==> src/rtl/complex_mixer_tdm.sv <==
// complex_mixer_tdm: time-multiplexed complex mixer, out = in * lo (or in * conj(lo)).
// One shared DSZ x DSZ multiplier produces the four partial products over four
// phases; results are rounded half-up and saturated back to DSZ bits.
// Optional feature macro: COMPLEX_MIXER_CONJ_EN (when undefined, conj is ignored).
// Ports:
//   clk, reset            clock, synchronous active-high reset
//   in_valid / in_ready   input handshake (accept = in_valid && in_ready)
//   in_ch                 channel tag carried alongside the sample
//   in_i, in_q            signed input sample
//   lo_i, lo_q            signed LO sample
//   conj                  1: in*conj(lo), 0: in*lo (captured on accept)
//   out_valid             one-cycle result strobe, 6 cycles after accept
//   out_ch, out_i, out_q  result tag and value, held between strobes
module complex_mixer_tdm #(
    parameter int unsigned DSZ = 16,
    parameter int unsigned NCH = 2,
    localparam int unsigned CHW = (NCH > 1) ? $clog2(NCH) : 1
) (
    input  logic                  clk,
    input  logic                  reset,
    input  logic                  in_valid,
    output logic                  in_ready,
    input  logic [CHW-1:0]        in_ch,
    input  logic signed [DSZ-1:0] in_i,
    input  logic signed [DSZ-1:0] in_q,
    input  logic signed [DSZ-1:0] lo_i,
    input  logic signed [DSZ-1:0] lo_q,
    input  logic                  conj,
    output logic                  out_valid,
    output logic [CHW-1:0]        out_ch,
    output logic signed [DSZ-1:0] out_i,
    output logic signed [DSZ-1:0] out_q
);
    localparam int unsigned PW = 2 * DSZ;
    localparam int unsigned AW = 2 * DSZ + 1;

    localparam logic [2:0] S_IDLE = 3'd0;
    localparam logic [2:0] S_PH0  = 3'd1;
    localparam logic [2:0] S_PH1  = 3'd2;
    localparam logic [2:0] S_PH2  = 3'd3;
    localparam logic [2:0] S_PH3  = 3'd4;

    localparam logic signed [AW:0] RND  = $signed((AW+1)'(2 ** (DSZ - 2)));
    localparam logic signed [AW:0] SMAX = $signed((AW+1)'((2 ** (DSZ - 1)) - 1));
    localparam logic signed [AW:0] SMIN = -SMAX - $signed((AW+1)'(1));

    logic [2:0]            state, state_nxt;
    logic                  accept;
    logic                  conj_eff;
    logic signed [DSZ-1:0] a_i, a_q, b_i, b_q;
    logic [CHW-1:0]        ch_buf, fin_ch;
    logic                  conj_buf;
    logic signed [DSZ-1:0] mul_a, mul_b;
    logic [1:0]            mul_ph, prod_ph;
    logic signed [PW-1:0]  prod;
    logic                  prod_vld;
    logic signed [AW-1:0]  acc_i, acc_q, q_fin;

`ifdef COMPLEX_MIXER_CONJ_EN
    assign conj_eff = conj;
`else
    logic conj_unused;
    assign conj_unused = conj;
    assign conj_eff    = 1'b0;
`endif

    // Round half up at the DSZ-1 binary point, then clamp to DSZ bits.
    function automatic logic signed [DSZ-1:0] rnd_sat(input logic signed [AW-1:0] acc);
        logic signed [AW:0] t;
        t = (AW+1)'(acc) + RND;
        t = t >>> (DSZ - 1);
        if (t > SMAX)      t = SMAX;
        else if (t < SMIN) t = SMIN;
        return DSZ'(t);
    endfunction

    assign in_ready = ((state == S_IDLE) || (state == S_PH3)) && !reset;
    assign accept   = in_valid && in_ready;

    // Phase sequencer: a new sample may only be taken from IDLE or PH3.
    always_comb begin
        state_nxt = state;
        case (state)
            S_IDLE:  if (accept) state_nxt = S_PH0;
            S_PH0:   state_nxt = S_PH1;
            S_PH1:   state_nxt = S_PH2;
            S_PH2:   state_nxt = S_PH3;
            S_PH3:   state_nxt = accept ? S_PH0 : S_IDLE;
            default: state_nxt = S_IDLE;
        endcase
    end

    // Operand selection for the shared multiplier.
    always_comb begin
        mul_a  = a_i;
        mul_b  = b_i;
        mul_ph = 2'd0;
        case (state)
            S_PH1: begin mul_a = a_q; mul_b = b_q; mul_ph = 2'd1; end
            S_PH2: begin mul_a = a_i; mul_b = b_q; mul_ph = 2'd2; end
            S_PH3: begin mul_a = a_q; mul_b = b_i; mul_ph = 2'd3; end
            default: ;
        endcase
    end

    // Final Q term arrives in the cycle after PH3 and is folded in directly.
    assign q_fin = acc_q + AW'(prod);

    // Control and output registers.
    always_ff @(posedge clk) begin
        if (reset) begin
            state     <= S_IDLE;
            prod_vld  <= 1'b0;
            out_valid <= 1'b0;
            out_ch    <= '0;
            out_i     <= '0;
            out_q     <= '0;
        end else begin
            state     <= state_nxt;
            prod_vld  <= (state != S_IDLE);
            out_valid <= prod_vld && (prod_ph == 2'd3);
            if (prod_vld && (prod_ph == 2'd3)) begin
                out_ch <= fin_ch;
                out_i  <= rnd_sat(acc_i);
                out_q  <= rnd_sat(q_fin);
            end
        end
    end

    // Datapath: operand buffers, product register and accumulators.
    // Operand buffers are overwritten at the end of PH3, after their last use;
    // the tag is copied to fin_ch so it survives until the output cycle.
    always_ff @(posedge clk) begin
        if (accept) begin
            a_i      <= in_i;
            a_q      <= in_q;
            b_i      <= lo_i;
            b_q      <= lo_q;
            ch_buf   <= in_ch;
            conj_buf <= conj_eff;
        end
        if (state == S_PH3) fin_ch <= ch_buf;
        prod    <= PW'(mul_a * mul_b);
        prod_ph <= mul_ph;
        if (prod_vld) begin
            case (prod_ph)
                2'd0: acc_i <= AW'(prod);
                2'd1: acc_i <= conj_buf ? acc_i + AW'(prod) : acc_i - AW'(prod);
                2'd2: acc_q <= conj_buf ? -AW'(prod) : AW'(prod);
                default: ;
            endcase
        end
    end
endmodule

==> config.mk <==
export PLATFORM = sky130hd
export DESIGN_NAME = complex_mixer_tdm
export DESIGN_NICKNAME = d
export VERILOG_FILES = /design/src/rtl/complex_mixer_tdm.sv
export SDC_FILE = /design/constraint.sdc
export NUM_CORES = 1
export LEC_CHECK = 0
export CORE_UTILIZATION = 55
export DETAILED_ROUTE_END_ITERATION = 8
export PLACE_DENSITY = 0.78
export SETUP_SLACK_MARGIN = 0.5
export SKIP_LAST_GASP = 1
export SLEW_MARGIN = 20
export SYNTH_ARGS = -nofsm -noshare
export SYNTH_HDL_FRONTEND = slang
export SYNTH_SLANG_ARGS = --single-unit
==> constraint.sdc <==
create_clock -name clk -period 8.4 [get_ports clk]
set_clock_uncertainty 0.2 [all_clocks]
set_input_delay 1.68 -clock clk [delete_from_list [all_inputs] [get_ports clk]]
set_output_delay 1.68 -clock clk [all_outputs]
set_load 0.01 [all_outputs]
; ---- After elaboration in Yosys (flattened, before gate mapping)
; Cells that the tools add are included.
[totals]
register_bits = 203
in_bits = 69
output_inout_bits = 35
[op_classes]
addsub = 4
n_mul = 1
order_cmp = 4
n_eq_ne = 8
n_mux = 11
n_reduce_logical = 13
[op_table]
columns = operator, count
row1 = $mux W16, 6
row2 = $add A33 B16 Y34 const B, 2
row3 = $pmux W33 S2, 1
row4 = $gt A19 B16 Y1 const B, 2
row5 = $lt A19 B16 Y1 const B, 2
row6 = $add A32 B32 Y33, 1
row7 = $sub A33 B32 Y33, 1
row8 = $mul A16 B16 Y32, 1
row9 = $pmux W3 S5, 1
row10 = $eq A3 B2 Y1 const B, 2
row11 = $pmux W2 S3, 1
row12 = $eq A2 B2 Y1 const B, 2
row13 = $reduce_and A2 Y1, 2
row14 = $reduce_or A2 Y1, 2
row15 = $eq A3 B1 Y1 const B, 1
row16 = $eq A3 B3 Y1 const B, 1
row17 = $logic_and A1 B1 Y1, 3
row18 = $logic_not A3 Y1, 1
row19 = $mux W3, 1
row20 = $reduce_bool A3 Y1, 1
row21 = $eq A2 B1 Y1 const B, 1
row22 = $logic_not A2 Y1, 1
row23 = $ne A2 B2 Y1 const B, 1
row24 = $reduce_bool A2 Y1, 1
row25 = other kinds (3), 3

; ---- Longest topological paths before layout
; Gate-level depths: netlist of run 1.
[depth]
word_depth = 6
ltp_mapped = 32
ltp_nobuf = 28

; ---- Worst setup path before layout of run 1
; OpenSTA, ideal clock, no wires.
[synth_timing]
kind = reg-to-reg
from = reg state[1]
to = reg prod[31]
arrival_ns = 7.699
required_time_ns = 8.128
slack_ns = 0.429
stages_incl_launch_ff = 29
period_less_slack_ns = 7.971
cell_sequence = dfxtp_1 clkbuf_1 nand2b_1 clkbuf_1 a21oi_1 clkbuf_1 buf_2 mux2i_1 nor2_1 fa_1 inv_1 fa_1 fa_1 inv_1 fa_1 fa_1 inv_1 fa_1 inv_1 ha_1 a211oi_1 inv_1 o311ai_0 o21ai_0 o41ai_1 o21a_1 o21ai_0 a21oi_1 xnor2_1
[synth_between]
elab_chain_cells = 4
[synth_rtl]
columns = element, line_no
row1 = from (decl), 47  ; logic [2:0] state, state_nxt;
row2 = from (signal assigned), 119  ; state <= state_nxt;
row3 = $eq A3 B3 Y1 / $eq A3 B2 Y1 (equally long branches), 98  ; case (state)
row4 = $reduce_or A2 Y1 (no line), -
row5 = $mux W16, 98
row6 = $mul A16 B16 Y32 *, 143  ; prod <= PW'(mul_a * mul_b);
row7 = to (signal assigned), 143
row8 = to (decl), 55  ; logic signed [PW-1:0] prod;
; Every way passes the cells marked *; elsewhere a longest branch is shown, timed or not.
; A chain may end at the register's enable or synchronous reset.

; ---- Worst setup path in the final report of run 1
[layout_timing]
from = reg state[2]
to = reg prod[28]
; The elaborated chain is that of the path after synthesis.

==> out/metrics.cfg, run 1 <==
[status]
status = complete, but fails checks
violations = DRC

[floorplan]
start_util_pct = 56.11
die_x_um = 192.9
coreArea_um2 = 35740
dieArea_um2 = 37230
boundaryPins = 104
die_h_um = 192.9
row_count = 69

[cts]
clk-insertion-delay-late_ns = 0.54
cts_tree = yes
htreeDepth = 1
root_buffer = clkbuf_16
clk_path_buf_depth = 3
clk_pin_slew_ns = 0.06
holdBufCountCts = 0
numCtsBuffers = 23
clock_sinks = 203

[flow_run]
drv_cap = 0

[timing]
rsz0062_at_grt = false
setup_viol = 0
finalHoldViolCount = 0
tightestPinTransition_ns = 0.9438
slew_viol_final = 0
finalCriticalPeriod_ns = 7.599
setup_tns_ns = 0
post-route-period-util_pct = 90.47
slew_headroom_pct = 37.08
max_clock_freq_mhz = 131.6
setup_ws_ns = 0.8006

[route]
num_vias = 14533
ant_nets = 0
finalWirelength_um = 45530
avgViaCountPerCell = 5.464
first_pass_iters = 7
routedWlPerCell_um = 17.12
drt-initial-drc-count = 745
drc_errors = 6

[placed_design]
hpwl_um = 36710
post_dp_cell_area_um2 = 21820
preCtsSetupSlack_ns = 0.3457
gp_congestion = 0.9358
numPortBuffers = 102

[synth]
ys_ff_latch = 203
synth_top_area_cell = fa_1
yosysUniqueCellTypes = 64
synthArstFlopShare_pct = 0
synth_edf_count = 131
ys.flop_type = edfxtp_1
synth_warnings = 0
yosysTopAreaCellShare_pct = 26.26
synthCells = 2053
syn_avg_cell_area_um2 = 9.768
synth_area_leaders = fa_1, edfxtp_1, ha_1
yosys.cell_count.top_type = inv_1
synth-seq-area-share_pct = 26.80
yosys-top-cells-count = inv_1, fa_1, nor2_1, nand2_1, ha_1
syn_nets = 2562
synth_area_um2 = 20050

[layout]
fin_area_um2 = 22730
largest_register_ffs = 33
nets = 2691
multiInputGateArea_um2 = 13140
regMostFlops = acc_i
register_area_um2 = 5376
n_antenna_cell = 0
syn_to_final_growth_pct = 13.34
largestRegisters = acc_i (33), acc_q (32), prod (32)
n_fill_cell = 2947
drive_gt1_share_pct = 6.367

[grt]
grt_first_pass_wirelength_um = 74300
antenna_found_initial = 0
grt_usage_pct = 25.39
grt.overflow.total = 0
grt_max_degree = 66
grt_pass1_vias = 15268

[critical_path]
crit_fanout = 16
cp_slowest_cell = fa_1
critPathKind = flip-flop to flip-flop
max_stage_delay_ns = 0.57
worstRegToRegCells = 27
crit_required_ns = 8.66
cp.arrival_ns = 7.86
end_kind = flip-flop
cp_common_cell = fa_1
start_kind = flip-flop

[hold_path]
hold_path.class = flip-flop to flip-flop
min_delay_path_depth = 0

==> final timing paths <==
kind | from | endpoint | slack [ns]
worst max-delay path | state[2] | prod[28] | 0.80
worst min-delay path | ch_buf | fin_ch | 0.24
worst max register to register | state[2] | prod[28] | 0.80
worst min register to register | ch_buf | fin_ch | 0.24
==> area by class of cell <==
class                   instances  share of cell area, %
multi-input cells            1424                  57.83
well taps                     461                  2.538
clock inverters                11                 0.6386
inverters                     380                  6.276
flip-flops and latches        203                  23.66
repair buffers                150                  6.226
clock buffers                  31                  2.841
==> per-layer routing <==
layer  GRT usage, %  part of all wire, %  up-vias
met5              0                    0        -
li1               -                    -     6916
met1          31.29                   41     7050
met3          3.312                  5.6      105
met2          45.06                   49      462
met4          10.16                  4.3        0
==> cell usage in the layout (no fill, tap or decap), drive strengths merged, types with 11 or more instances in the layout <==
master	n
a211oi	41
a21o	28
a21oi	67
buf	47
clkbuf	32
clkdlybuf4s50	102
dfxtp	72
edfxtp	131
fa	263
ha	177
inv	382
mux2	27
mux2i	34
nand2	219
nand2b	21
nand3	22
nor2	221
nor3	18
o21a	13
o21ai	72
o31ai	11
xnor2	70
xor2	20
==> critical path: cells and delay by family (launching register included) <==
family          cells  cell delay, ns
compound gates      9            1.75
xor+xnor            1            0.13
fa+ha+maj           7            3.39
buf+inv             5            0.54
flops               1            0.42
mux                 1            0.43
simple gates        4            0.67
==> cells by family (layout without fill, tap and decap cells) <==
group / Yosys count / count (layout) / share of synthesized area [%]
flops: 203 / 203 / 26.80
fa+ha+maj: 440 / 440 / 37.30
xor+xnor: 90 / 90 / 3.931
compound gates: 285 / 285 / 9.253
buf+inv: 426 / 572 / 8.030
mux: 61 / 61 / 3.213
simple gates: 548 / 548 / 11.47
==> what timing repair did <==
action	4_1_cts	5_1_grt
resized for setup	4	9
pin swaps	0	2
setup buffers	0	4
setup endpoints to repair	4	8
cloned	0	1
==> per-stage QoR <==
stage	std cells	util (%)	hold WS, ns
after global placement	2612	61.04	0.2087
after global routing	2660	63.59	0.2574
after detailed placement	2612	61.04	0.2484
final	2660	63.59	0.2433
after CTS	2654	63.29	0.2570
after floorplan	2053	-	0.2003
Power of run 1 is left out: the tool's default activity adds up to more than one toggle a clock period on the data nets, which glitch-free logic cannot reach.
==> inputs of run 2 (changes only) <==
CORE_ASPECT_RATIO = 0.9   (was not set)
CORE_UTILIZATION = 45   (was 55)
PLACE_DENSITY = 0.66   (was 0.78)
==> run 2 against run 1 <==
- the run now ends clean
- largest cell class unchanged
- global-route usage down 4.5 points
- non-clock buffer count is 3 lower
- die area up 22%
- via count fell by 2.3%
==> out/metrics.cfg, run 2 (synthesis gave the netlist of run 1 again) <==
[route]
drc_errors = 0
drt-initial-drc-count = 837
routedLengthMet1_um = 20610
dr.max_layer_used = met4
num_vias = 14195
finalWirelength_um = 45130
avgViaCountPerCell = 5.086
wl_met3_um = 2316
routedWlPerCell_um = 16.17
wl_met2_um = 20940
first_pass_iters = 7
ant_nets = 0

[floorplan]
dieArea_um2 = 45410
die_x_um = 224.5
row_count = 72
die_h_um = 202.3
coreArea_um2 = 43420
start_util_pct = 46.18
boundaryPins = 104

[layout]
regMostFlops = acc_i
nets = 2690
syn_to_final_growth_pct = 14.13
largestRegisters = acc_i (33), acc_q (32), prod (32)
n_antenna_cell = 0
largest_register_ffs = 33
final_common_cell = inv_1
final_cell_mix = inv_1, fa_1, nor2_1
fin_cells = 2791
fin_area_um2 = 22890
drive_gt1_share_pct = 6.367

[hold_path]
holdCritStartpoint = ch_buf
hold_path.class = flip-flop to flip-flop

[critical_path]
critPathKind = flip-flop to flip-flop
rr_startpoint = state[2]
worstSetupStartpoint = state[2]
worstRegToRegCells = 26
endpoint = prod[28]
end_kind = flip-flop
cp.arrival_ns = 7.76
r2r_slack_ns = 0.91
start_kind = flip-flop
r2r_end = prod[28]
crit_fanout = 32
crit_required_ns = 8.67

[cts]
clock_sinks = 203
htreeDepth = 1
numCtsBuffers = 25
clk-insertion-delay-late_ns = 0.55
clk_pin_slew_ns = 0.06
cts_tree = yes
root_buffer = clkbuf_16
clk_path_buf_depth = 3

[placed_design]
gp_congestion = 0.9283
numPortBuffers = 102
post_dp_cell_area_um2 = 22010
placed_cells = 2745
hpwl_um = 36850

[timing]
slew_viol_final = 0
tightestPinTransition_ns = 1.097
max_clock_freq_mhz = 133.5
finalCriticalPeriod_ns = 7.489
holdWs_ns = 0.2297
setup_viol = 0
slew_headroom_pct = 26.89
setup_tns_ns = 0
post-route-period-util_pct = 89.15
rsz0062_at_grt = false
finalHoldViolCount = 0

[status]
status = finished, final reports clean

[grt]
antenna_found_initial = 0
grt_max_degree = 66
grt_first_pass_wirelength_um = 76010
grt.overflow.total = 0
grt_pass1_vias = 14970
grt_usage_pct = 20.88

[flow_run]
drv_cap = 0

[run 2: cell type report]
cell class / instances / area, µm²
Clock buffer: 36 / 749.5
Clock inverter: 9 / 72.57
Fill cell: 3945 / 20530
Inverter: 380 / 1426
Multi-Input combinational cell: 1424 / 13140
Sequential cell: 203 / 5376
Tap cell: 592 / 740.7
Timing Repair Buffer: 147 / 1384
[run 2: layer usage]
| metal | vias up | track usage (%) |
|---|---|---|
| li1 | 6909 | - |
| met1 | 6868 | 28.55 |
| met2 | 353 | 34.84 |
| met3 | 65 | 2.806 |
| met4 | 0 | 5.539 |
| met5 | - | 0 |
[run 2: what timing repair did]
action,CTS,global route
buffers inserted,0,1
pin swaps,0,1
hold buffers,0,0
endpoints found under the setup margin,3,7
gates resized for setup,2,11
[run 2: per-stage QoR]
| step | util (%) | setup slack, ns |
|---|---|---|
| 3_5_place_dp | 50.69 | 0.2154 |
| 5_1_grt | 52.71 | 0.5245 |
| 2_1_floorplan | - | 0.5989 |
| 4_1_cts | 52.60 | 0.5387 |
| 3_3_place_gp | 50.69 | 0.3735 |
| 6_report | 52.71 | 0.9115 |
[run 2: critical path, cell delays in order, from the launching register on]
cell and delay, ns:
dfxtp_1 0.36, nand2b_4 0.23, a21oi_4 0.17, buf_12 0.22, mux2_2 0.47, nand2_1 0.14
inv_1 0.11, fa_2 0.67, fa_1 0.46, fa_1 0.50, fa_1 0.52, fa_1 0.55
inv_1 0.06, fa_1 0.52, inv_1 0.04, ha_1 0.34, a21oi_1 0.20, nand2_1 0.09
a21oi_2 0.19, nor2b_1 0.16, o311ai_1 0.17, nand2_1 0.17, o211a_1 0.22, nor2_1 0.07
a31o_2 0.25, a21oi_1 0.17, xnor2_1 0.13
[run 2: worst min-delay path by stage]
stage	end	slack (ns)	depth (start not counted)
floorplan	fin_ch	0.20	0
global placement	fin_ch	0.21	0
detailed placement	fin_ch	0.21	0
CTS	fin_ch	0.22	0
global route	fin_ch	0.24	0
finish	fin_ch	0.23	0
Power of run 2 is left out for the same reason.
